`src/rtl/decode_pkg.sv`:
```
// Shared RV32I decode definitions: opcodes, control-word layout, ALU encodings and the decoder.
// Used by the ID stage, control and execute_stage so every stage agrees on ctrl bit positions.
package decode_pkg;

    localparam int CTRL_W = 14;

    localparam logic [6:0] OP_LUI    = 7'b0110111;
    localparam logic [6:0] OP_AUIPC  = 7'b0010111;
    localparam logic [6:0] OP_JAL    = 7'b1101111;
    localparam logic [6:0] OP_JALR   = 7'b1100111;
    localparam logic [6:0] OP_BRANCH = 7'b1100011;
    localparam logic [6:0] OP_LOAD   = 7'b0000011;
    localparam logic [6:0] OP_STORE  = 7'b0100011;
    localparam logic [6:0] OP_IMM    = 7'b0010011;
    localparam logic [6:0] OP_REG    = 7'b0110011;

    // ctrl = {1'b0, reg_write, mem_read, mem_write, alu_src[1:0], mem_to_reg[1:0], branch, jump, alu_op[3:0]}
    localparam int CTRL_REG_WRITE  = 12;
    localparam int CTRL_MEM_READ   = 11;
    localparam int CTRL_MEM_WRITE  = 10;
    localparam int CTRL_ALU_SRC    = 8;
    localparam int CTRL_MEM_TO_REG = 6;
    localparam int CTRL_BRANCH     = 5;
    localparam int CTRL_JUMP       = 4;
    localparam int CTRL_ALU_OP     = 0;

    localparam logic [3:0] ALU_ADD   = 4'd0;
    localparam logic [3:0] ALU_SUB   = 4'd1;
    localparam logic [3:0] ALU_SLL   = 4'd2;
    localparam logic [3:0] ALU_SLT   = 4'd3;
    localparam logic [3:0] ALU_SLTU  = 4'd4;
    localparam logic [3:0] ALU_XOR   = 4'd5;
    localparam logic [3:0] ALU_SRL   = 4'd6;
    localparam logic [3:0] ALU_SRA   = 4'd7;
    localparam logic [3:0] ALU_OR    = 4'd8;
    localparam logic [3:0] ALU_AND   = 4'd9;
    localparam logic [3:0] ALU_PASSB = 4'd10;

    // alu_src: operand B from rs2, or imm; SRC_PC means A=pc, B=imm
    localparam logic [1:0] SRC_RS2 = 2'd0;
    localparam logic [1:0] SRC_IMM = 2'd1;
    localparam logic [1:0] SRC_PC  = 2'd2;

    localparam logic [1:0] WB_ALU = 2'd0;
    localparam logic [1:0] WB_MEM = 2'd1;
    localparam logic [1:0] WB_PC4 = 2'd2;

    typedef struct packed {
        logic [CTRL_W-1:0] ctrl;
        logic              use_rs1;
        logic              use_rs2;
        logic [31:0]       imm;
    } dec_t;

    function automatic logic [CTRL_W-1:0] pack_ctrl(
        input logic rw, input logic mr, input logic mw,
        input logic [1:0] src, input logic [1:0] m2r,
        input logic br, input logic jp, input logic [3:0] op);
        return {1'b0, rw, mr, mw, src, m2r, br, jp, op};
    endfunction

    function automatic logic [3:0] alu_arith(input logic [2:0] f3, input logic alt);
        case (f3)
            3'd0:    return alt ? ALU_SUB : ALU_ADD;
            3'd1:    return ALU_SLL;
            3'd2:    return ALU_SLT;
            3'd3:    return ALU_SLTU;
            3'd4:    return ALU_XOR;
            3'd5:    return alt ? ALU_SRA : ALU_SRL;
            3'd6:    return ALU_OR;
            default: return ALU_AND;
        endcase
    endfunction

    function automatic logic [3:0] alu_branch(input logic [2:0] f3);
        case (f3[2:1])
            2'b10:   return ALU_SLT;
            2'b11:   return ALU_SLTU;
            default: return ALU_SUB;
        endcase
    endfunction

    function automatic dec_t decode(input logic [31:0] ins);
        dec_t       d;
        logic [2:0] f3;
        f3        = ins[14:12];
        d.ctrl    = '0;
        d.use_rs1 = 1'b1;
        d.use_rs2 = 1'b0;
        d.imm     = {{20{ins[31]}}, ins[31:20]};
        case (ins[6:0])
            OP_REG: begin
                d.ctrl    = pack_ctrl(1'b1, 1'b0, 1'b0, SRC_RS2, WB_ALU, 1'b0, 1'b0, alu_arith(f3, ins[30]));
                d.use_rs2 = 1'b1;
            end
            // only SRAI uses funct7; ADDI with a negative imm must not become SUB
            OP_IMM:  d.ctrl = pack_ctrl(1'b1, 1'b0, 1'b0, SRC_IMM, WB_ALU, 1'b0, 1'b0,
                                        alu_arith(f3, (f3 == 3'd5) & ins[30]));
            OP_LOAD: d.ctrl = pack_ctrl(1'b1, 1'b1, 1'b0, SRC_IMM, WB_MEM, 1'b0, 1'b0, ALU_ADD);
            OP_STORE: begin
                d.imm     = {{20{ins[31]}}, ins[31:25], ins[11:7]};
                d.ctrl    = pack_ctrl(1'b0, 1'b0, 1'b1, SRC_IMM, WB_ALU, 1'b0, 1'b0, ALU_ADD);
                d.use_rs2 = 1'b1;
            end
            OP_BRANCH: begin
                d.imm     = {{20{ins[31]}}, ins[7], ins[30:25], ins[11:8], 1'b0};
                d.ctrl    = pack_ctrl(1'b0, 1'b0, 1'b0, SRC_RS2, WB_ALU, 1'b1, 1'b0, alu_branch(f3));
                d.use_rs2 = 1'b1;
            end
            OP_JAL: begin
                d.imm     = {{12{ins[31]}}, ins[19:12], ins[20], ins[30:21], 1'b0};
                d.ctrl    = pack_ctrl(1'b1, 1'b0, 1'b0, SRC_PC, WB_PC4, 1'b0, 1'b1, ALU_ADD);
                d.use_rs1 = 1'b0;
            end
            OP_JALR: d.ctrl = pack_ctrl(1'b1, 1'b0, 1'b0, SRC_IMM, WB_PC4, 1'b0, 1'b1, ALU_ADD);
            OP_LUI: begin
                d.imm     = {ins[31:12], 12'h000};
                d.ctrl    = pack_ctrl(1'b1, 1'b0, 1'b0, SRC_IMM, WB_ALU, 1'b0, 1'b0, ALU_PASSB);
                d.use_rs1 = 1'b0;
            end
            OP_AUIPC: begin
                d.imm     = {ins[31:12], 12'h000};
                d.ctrl    = pack_ctrl(1'b1, 1'b0, 1'b0, SRC_PC, WB_ALU, 1'b0, 1'b0, ALU_ADD);
                d.use_rs1 = 1'b0;
            end
            default: ;
        endcase
        return d;
    endfunction

endpackage

```
`src/rtl/load_scoreboard.sv`:
```
// Per-register countdown of loads that have left EX but whose data is not yet forwardable.
// busy also covers a load still sitting in the ID/EX register.
module load_scoreboard #(
    parameter int NREG     = 32,
    parameter int AW       = 5,
    parameter int LOAD_LAT = 0
) (
    input  logic          clk,
    input  logic          rst,
    input  logic          arm,
    input  logic [AW-1:0] arm_rd,
    input  logic          ex_load,
    input  logic [AW-1:0] ex_rd,
    input  logic [AW-1:0] rs1,
    input  logic [AW-1:0] rs2,
    output logic          busy1,
    output logic          busy2
);

    logic [NREG-1:0][2:0] cnt;

    always_ff @(posedge clk or negedge rst) begin
        if (!rst) begin
            cnt <= '0;
        end else begin
            for (int r = 0; r < NREG; r++) begin
                if (arm && arm_rd == AW'(r))
                    cnt[r] <= 3'(LOAD_LAT);
                else if (cnt[r] != 3'd0)
                    cnt[r] <= cnt[r] - 3'd1;
            end
        end
    end

    assign busy1 = (rs1 != '0) && ((ex_load && ex_rd == rs1) || (cnt[rs1] != 3'd0));
    assign busy2 = (rs2 != '0) && ((ex_load && ex_rd == rs2) || (cnt[rs2] != 3'd0));

endmodule

```
`src/rtl/decode_stage_sb.sv`:
```
// ID stage: decode, 2R1W regfile, load-use hazard detection and the ID/EX pipeline register,
// with valid/ready handshakes toward IF/ID and EX.
module decode_stage_sb
    import decode_pkg::*;
#(
    parameter int  XLEN      = 32,
    parameter int  NREG      = 32,
    parameter int  LOAD_LAT  = 0,
    parameter int  WB_BYPASS = 1,
    localparam int AW        = $clog2(NREG)
) (
    input  logic              clk,
    input  logic              rst,
    input  logic              in_valid,
    output logic              in_ready,
    input  logic [XLEN-1:0]   in_pc,
    input  logic [31:0]       in_instr,
    input  logic              wb_we,
    input  logic [AW-1:0]     wb_rd,
    input  logic [XLEN-1:0]   wb_data,
    input  logic              flush,
    input  logic              ex_ready,
    output logic              out_valid,
    output logic [CTRL_W-1:0] out_ctrl,
    output logic [XLEN-1:0]   out_pc,
    output logic [XLEN-1:0]   out_rdata1,
    output logic [XLEN-1:0]   out_rdata2,
    output logic [XLEN-1:0]   out_imm,
    output logic [AW-1:0]     out_rs1,
    output logic [AW-1:0]     out_rs2,
    output logic [AW-1:0]     out_rd,
    output logic [31:0]       out_instr,
    output logic              hz_stall
);

    dec_t            dec;
    logic [AW-1:0]   rs1, rs2, rd;
    logic            busy1, busy2, adv, arm;
    logic [XLEN-1:0] rdata1, rdata2, imm_x;
    logic [XLEN-1:0] regs [NREG];

    assign dec   = decode(in_instr);
    assign rs1   = in_instr[15 +: AW];
    assign rs2   = in_instr[20 +: AW];
    assign rd    = in_instr[7 +: AW];
    assign imm_x = XLEN'($signed(dec.imm));

    assign hz_stall = in_valid & ((dec.use_rs1 & busy1) | (dec.use_rs2 & busy2));
    assign adv      = !out_valid | ex_ready;
    // a flushed ID word is dropped, so it counts as consumed
    assign in_ready = flush | (adv & !hz_stall);
    assign arm      = out_valid & ex_ready & out_ctrl[CTRL_MEM_READ] & (out_rd != '0) & !flush;

    load_scoreboard #(
        .NREG     (NREG),
        .AW       (AW),
        .LOAD_LAT (LOAD_LAT)
    ) u_sb (
        .clk     (clk),
        .rst     (rst),
        .arm     (arm),
        .arm_rd  (out_rd),
        .ex_load (out_valid & out_ctrl[CTRL_MEM_READ]),
        .ex_rd   (out_rd),
        .rs1     (rs1),
        .rs2     (rs2),
        .busy1   (busy1),
        .busy2   (busy2)
    );

    always_ff @(posedge clk or negedge rst) begin
        if (!rst) begin
            for (int i = 0; i < NREG; i++) regs[i] <= '0;
        end else if (wb_we && wb_rd != '0) begin
            regs[wb_rd] <= wb_data;
        end
    end

    always_comb begin
        rdata1 = regs[rs1];
        if (WB_BYPASS != 0 && wb_we && wb_rd == rs1) rdata1 = wb_data;
        if (rs1 == '0) rdata1 = '0;
        rdata2 = regs[rs2];
        if (WB_BYPASS != 0 && wb_we && wb_rd == rs2) rdata2 = wb_data;
        if (rs2 == '0) rdata2 = '0;
    end

    always_ff @(posedge clk or negedge rst) begin
        if (!rst) begin
            out_valid  <= 1'b0;
            out_ctrl   <= '0;
            out_pc     <= '0;
            out_rdata1 <= '0;
            out_rdata2 <= '0;
            out_imm    <= '0;
            out_rs1    <= '0;
            out_rs2    <= '0;
            out_rd     <= '0;
            out_instr  <= '0;
        end else if (flush) begin
            out_valid <= 1'b0;
        end else if (adv && hz_stall) begin
            out_valid <= 1'b0;
        end else if (adv) begin
            out_valid  <= in_valid;
            out_ctrl   <= dec.ctrl;
            out_pc     <= in_pc;
            out_rdata1 <= rdata1;
            out_rdata2 <= rdata2;
            out_imm    <= imm_x;
            out_rs1    <= rs1;
            out_rs2    <= rs2;
            out_rd     <= rd;
            out_instr  <= in_instr;
        end
    end

endmodule

```
`config.mk`:
```
export PLATFORM = sky130hd
export DESIGN_NAME = decode_stage_sb
export DESIGN_NICKNAME = d
export VERILOG_FILES = /design/src/rtl/decode_pkg.sv /design/src/rtl/load_scoreboard.sv /design/src/rtl/decode_stage_sb.sv
export SDC_FILE = /design/constraint.sdc
export NUM_CORES = 2
export LEC_CHECK = 0
export CAP_MARGIN = 20
export CELL_PAD_IN_SITES_DETAIL_PLACEMENT = 0
export CELL_PAD_IN_SITES_GLOBAL_PLACEMENT = 2
export CORE_MARGIN = 5
export CORE_UTILIZATION = 30
export CTS_CLUSTER_SIZE = 20
export DETAILED_ROUTE_END_ITERATION = 10
export PLACE_DENSITY_LB_ADDON = 0.3
export SLEW_MARGIN = 25
export SYNTH_ARGS = -nofsm -noshare
export SYNTH_HDL_FRONTEND = slang
export SYNTH_SLANG_ARGS = --single-unit
```
`constraint.sdc`:
```
create_clock -name clk -period 5.3 [get_ports clk]
set_input_delay 0.53 -clock clk [delete_from_list [all_inputs] [get_ports clk]]
set_output_delay 0.53 -clock clk [all_outputs]
set_load 0.1 [all_outputs]
```
==> metrics.md <==
| Metric | Value |
|---|---|
| Outcome | `finished, final reports clean` |
| Yosys warns | `0` |
| Clock Skew | `33.3 ps` |
| R2R Path End | `out_instr[28]$_DFFE_PN0P_` |
| Post-CTS setup buffer count | `0` |
| Routed vias | `45300` |
| Synthesized area | `68000 sq um` |
| Hpwl dp | `151 mm` |
| Gr ovfl total | `0` |
| Chip Width | `486 um` |
| Number of global-route vias before repair | `46800` |
| Worst-Margin Slew | `1180 ps` |
| Mapped Cells | `between 4000 and 5000` |
| Syn Nets | `5118` |
| Cell Pwr Density | `454 nW/um^2` |
| Crit. End Element | `output port` |
| Area added between synthesis and finish | `17.3%` |
| Reg2Reg Launch Point | `out_rd[1]$_DFFE_PN0P_` |
| Max-Cap Viols | `0` |
| Hold slack | `308 ps` |
| CP Max Fanout | `3` |
| Mean Syn Cell Area | `between 10 and 15 sq um` |
| Reg clk slew, reported paths | `50 ps` |
| Fin crit share | `roughly 77%` |
| Final GP Congestion | `0.780` |
| Peak supply drop | `0.250 mV` |
| H-Tree Depth | `4` |
| Min cycle time layout | `around 4000 ps` |
| Critical Path Start Type | `register` |
| Setup slack, reg-to-reg | `around 1700 ps` |
| CTS sink count | `1291` |
| Critical Path RT | `4770 ps` |
| Final Setup Violations | `0` |
| Leakage | `34.0 nW` |
| Area leader, netlist | `dfrtp_1` |
| CTS tree | `built` |
| RSZ-0062 raised after global routing | `false` |
| I/O pins | `299` |
| DR WL/cell | `30.7 um` |
| Die Ht | `486 um` |
| DR DRC count | `0` |
| Post-synth ARST share | `100%` |
| First-pass GRT wire length | `between 300 and 400 mm` |
| Initial Utilization | `30.2%` |
| Buffer levels on the longest clock path | `3` |
| Slew Limit Fails | `0` |
| Worst min path class | `primary input to register` |
| Largest net degree at the start of global routing | `between 150 and 200` |
| Synth top area cells | `dfrtp_1 48%, mux2_2 18%, mux4_2 16%` |
| Synth unique cells | `64` |
| Launch point of the worst path | `u_sb.cnt[30]$_DFFE_PN0P_` |
| FF-to-FF path depth | `9` |
| DRT iter0 DRCs | `3825` |
| Detailed Route WL | `approximately 250 mm` |
| Share of layout cells above drive strength 1 | `41.0%` |
| Yosys top cell area share | `47.5%` |
| PortBufs | `297` |
| CTS Root Cell | `clkbuf_16` |
| Synthesis-stage register bit count | `1291` |
| Pre-antenna DRT Iters | `7` |
| Core area | `approximately 230000 sq um` |
| Fmax | `between 200 and 250 MHz` |
| Seq/Total Area, Yosys | `between 40% and 50%` |
| All-Layer GR Usage | `between 20% and 30%` |
| Crit path DAT | `3550 ps` |
| Main synth FF type | `dfrtp_1` |
| Worst slew margin relative to its limit | `a little under a fifth` |
| Core Rows | `174` |
| EDFF count, synth | `0` |
| Hold depth | `3` |
| Routed Antenna Nets | `0` |
| Final Hold Fails | `0` |
| CTS Buf Count | `between 150 and 200` |
| Nets | `5234` |
| Vias/cell | `5.54` |
| Critical path type | `register to output port` |
| Setup_tns | `0 ps` |
| Die ar. | `236000 sq um` |
| Initial antenna violation count | `14` |
| Worst skew pair latency | `810 ps` |
| CP endpoint | `in_ready` |
[cell type report]
| cell class | count | area (sq um) |
|---|---|---|
| multi-input combinational | 3025 | 33200 |
| inverter | 124 | 465 |
| antenna | 4 | 10.0 |
| tap | 2992 | 3740 |
| clock inverter | 40 | 558 |
| sequential | 1291 | 32300 |
| timing repair buffer | 467 | 4720 |
| clock buffer | 237 | 4740 |
| fill | 21800 | 145000 |
[how the worst min path moves through the flow]
| stage | startpoint | to | slack [ps] |
|---|---|---|---|
| after CTS | in_instr[24] | out_imm[24]$_DFFE_PN0P_ | 240 |
| after global routing | in_pc[2] | out_pc[2]$_DFFE_PN0P_ | 310 |
| after floorplan | rst | out_ctrl[0]$_DFFE_PN0P_ | 230 |
| final | in_instr[17] | out_imm[17]$_DFFE_PN0P_ | 310 |
| after global placement | regs[1003]$_DFFE_PN0P_ | regs[1003]$_DFFE_PN0P_ | 380 |
| after detailed placement | regs[995]$_DFFE_PN0P_ | regs[995]$_DFFE_PN0P_ | 380 |
[metrics by stage]
step	total power, mW	area (sq um)	std cells	util, %	setup slack (ps)
floorplan	22.0	68000	4947	-	717
global placement	25.1	74400	7896	33.0	1040
detailed placement	25.3	74400	7897	33.0	977
CTS	36.6	79700	8175	35.4	1120
global route	38.0	79700	8176	35.4	975
finish	36.2	79700	8180	35.4	1220
[critical path, cell delays in order, from the launching register on]
cell and delay, ps:
dfrtp_1 400, nor3_1 430, o21ai_0 130, a221oi_1 400, nor3b_1 160, nor4b_2 220, a311oi_1 100, nand3b_1 230
and2_1 240, o21bai_1 250, buf_12 210
[per-layer routing]
| metal | vias up | GRT usage [%] | wire (um) |
|---|---|---|---|
| met1 | 24700 | 29.7 | 114000 |
| met5 | - | 0 | 13 |
| met2 | 1442 | 33.6 | 117000 |
| met3 | 312 | 3.54 | 13900 |
| li1 | 18900 | - | - |
| met4 | 2 | 5.24 | 6230 |
[cell families after synthesis]
family	Yosys count	share of synthesized area, %
mux	1746	36.9
flops	1291	47.5
buf+inv	631	4.08
compound gates	608	5.93
simple gates	554	3.68
fa+ha+maj	64	1.18
xor+xnor	52	0.670
other cells	1	0.00552
[layout by cell type, fill, tap and decap left out, types with 64 or more instances in the layout]
cell / n
a21oi_1: 176
a22oi_1: 179
buf_4: 136
clkbuf_16: 161
clkdlybuf4s50_1: 277
dfrtp_1: 1291
ha_1: 64
inv_1: 120
mux2_2: 1083
mux2_4: 80
mux2i_1: 115
mux4_2: 468
nor2_1: 290
o21ai_0: 68
[what timing repair did]
action | CTS | global route
hold endpoints to repair | 98 | 0
gates resized for setup | 0 | 0
hold buffers | 1 | 0
[state kept, by name, indices dropped and copies added, names as in the netlist, 11 cells and up]
name and cells:
out_ctrl 11, out_rdata1 32, out_instr 19, out_imm 32, u_sb.cnt 96, out_rdata2 32, regs 1024, out_pc 32
[where the power goes]
part	total [mW]	internal [mW]	switching, mW	leakage [nW]
combinational	11.1	4.65	6.47	15.0
clock	11.2	6.73	4.43	2.62
sequential	13.9	12.1	1.83	16.4
total	36.2	23.5	12.7	34.0
[synthesized netlist by cell type (8+ instances only)]
cell type	number
nand2b_1	10
xor2_1	41
nor2b_1	17
a31oi_1	29
nand2_1	43
nor3_1	60
clkbuf_1	319
nor4_1	22
and2_1	10
buf_4	34
mux2_2	1083
nor2_1	310
a22o_1	14
ha_1	64
o21ai_0	68
nand3_1	38
a22oi_1	179
xnor2_1	11
inv_1	123
dfrtp_1	1291
buf_12	8
a211oi_1	40
a2111oi_0	17
buf_1	58
mux2_4	80
a21oi_1	176
a221oi_1	31
mux4_2	468
o211ai_1	30
buf_2	82
mux2i_1	115
Power figures use the tool's default switching activity.
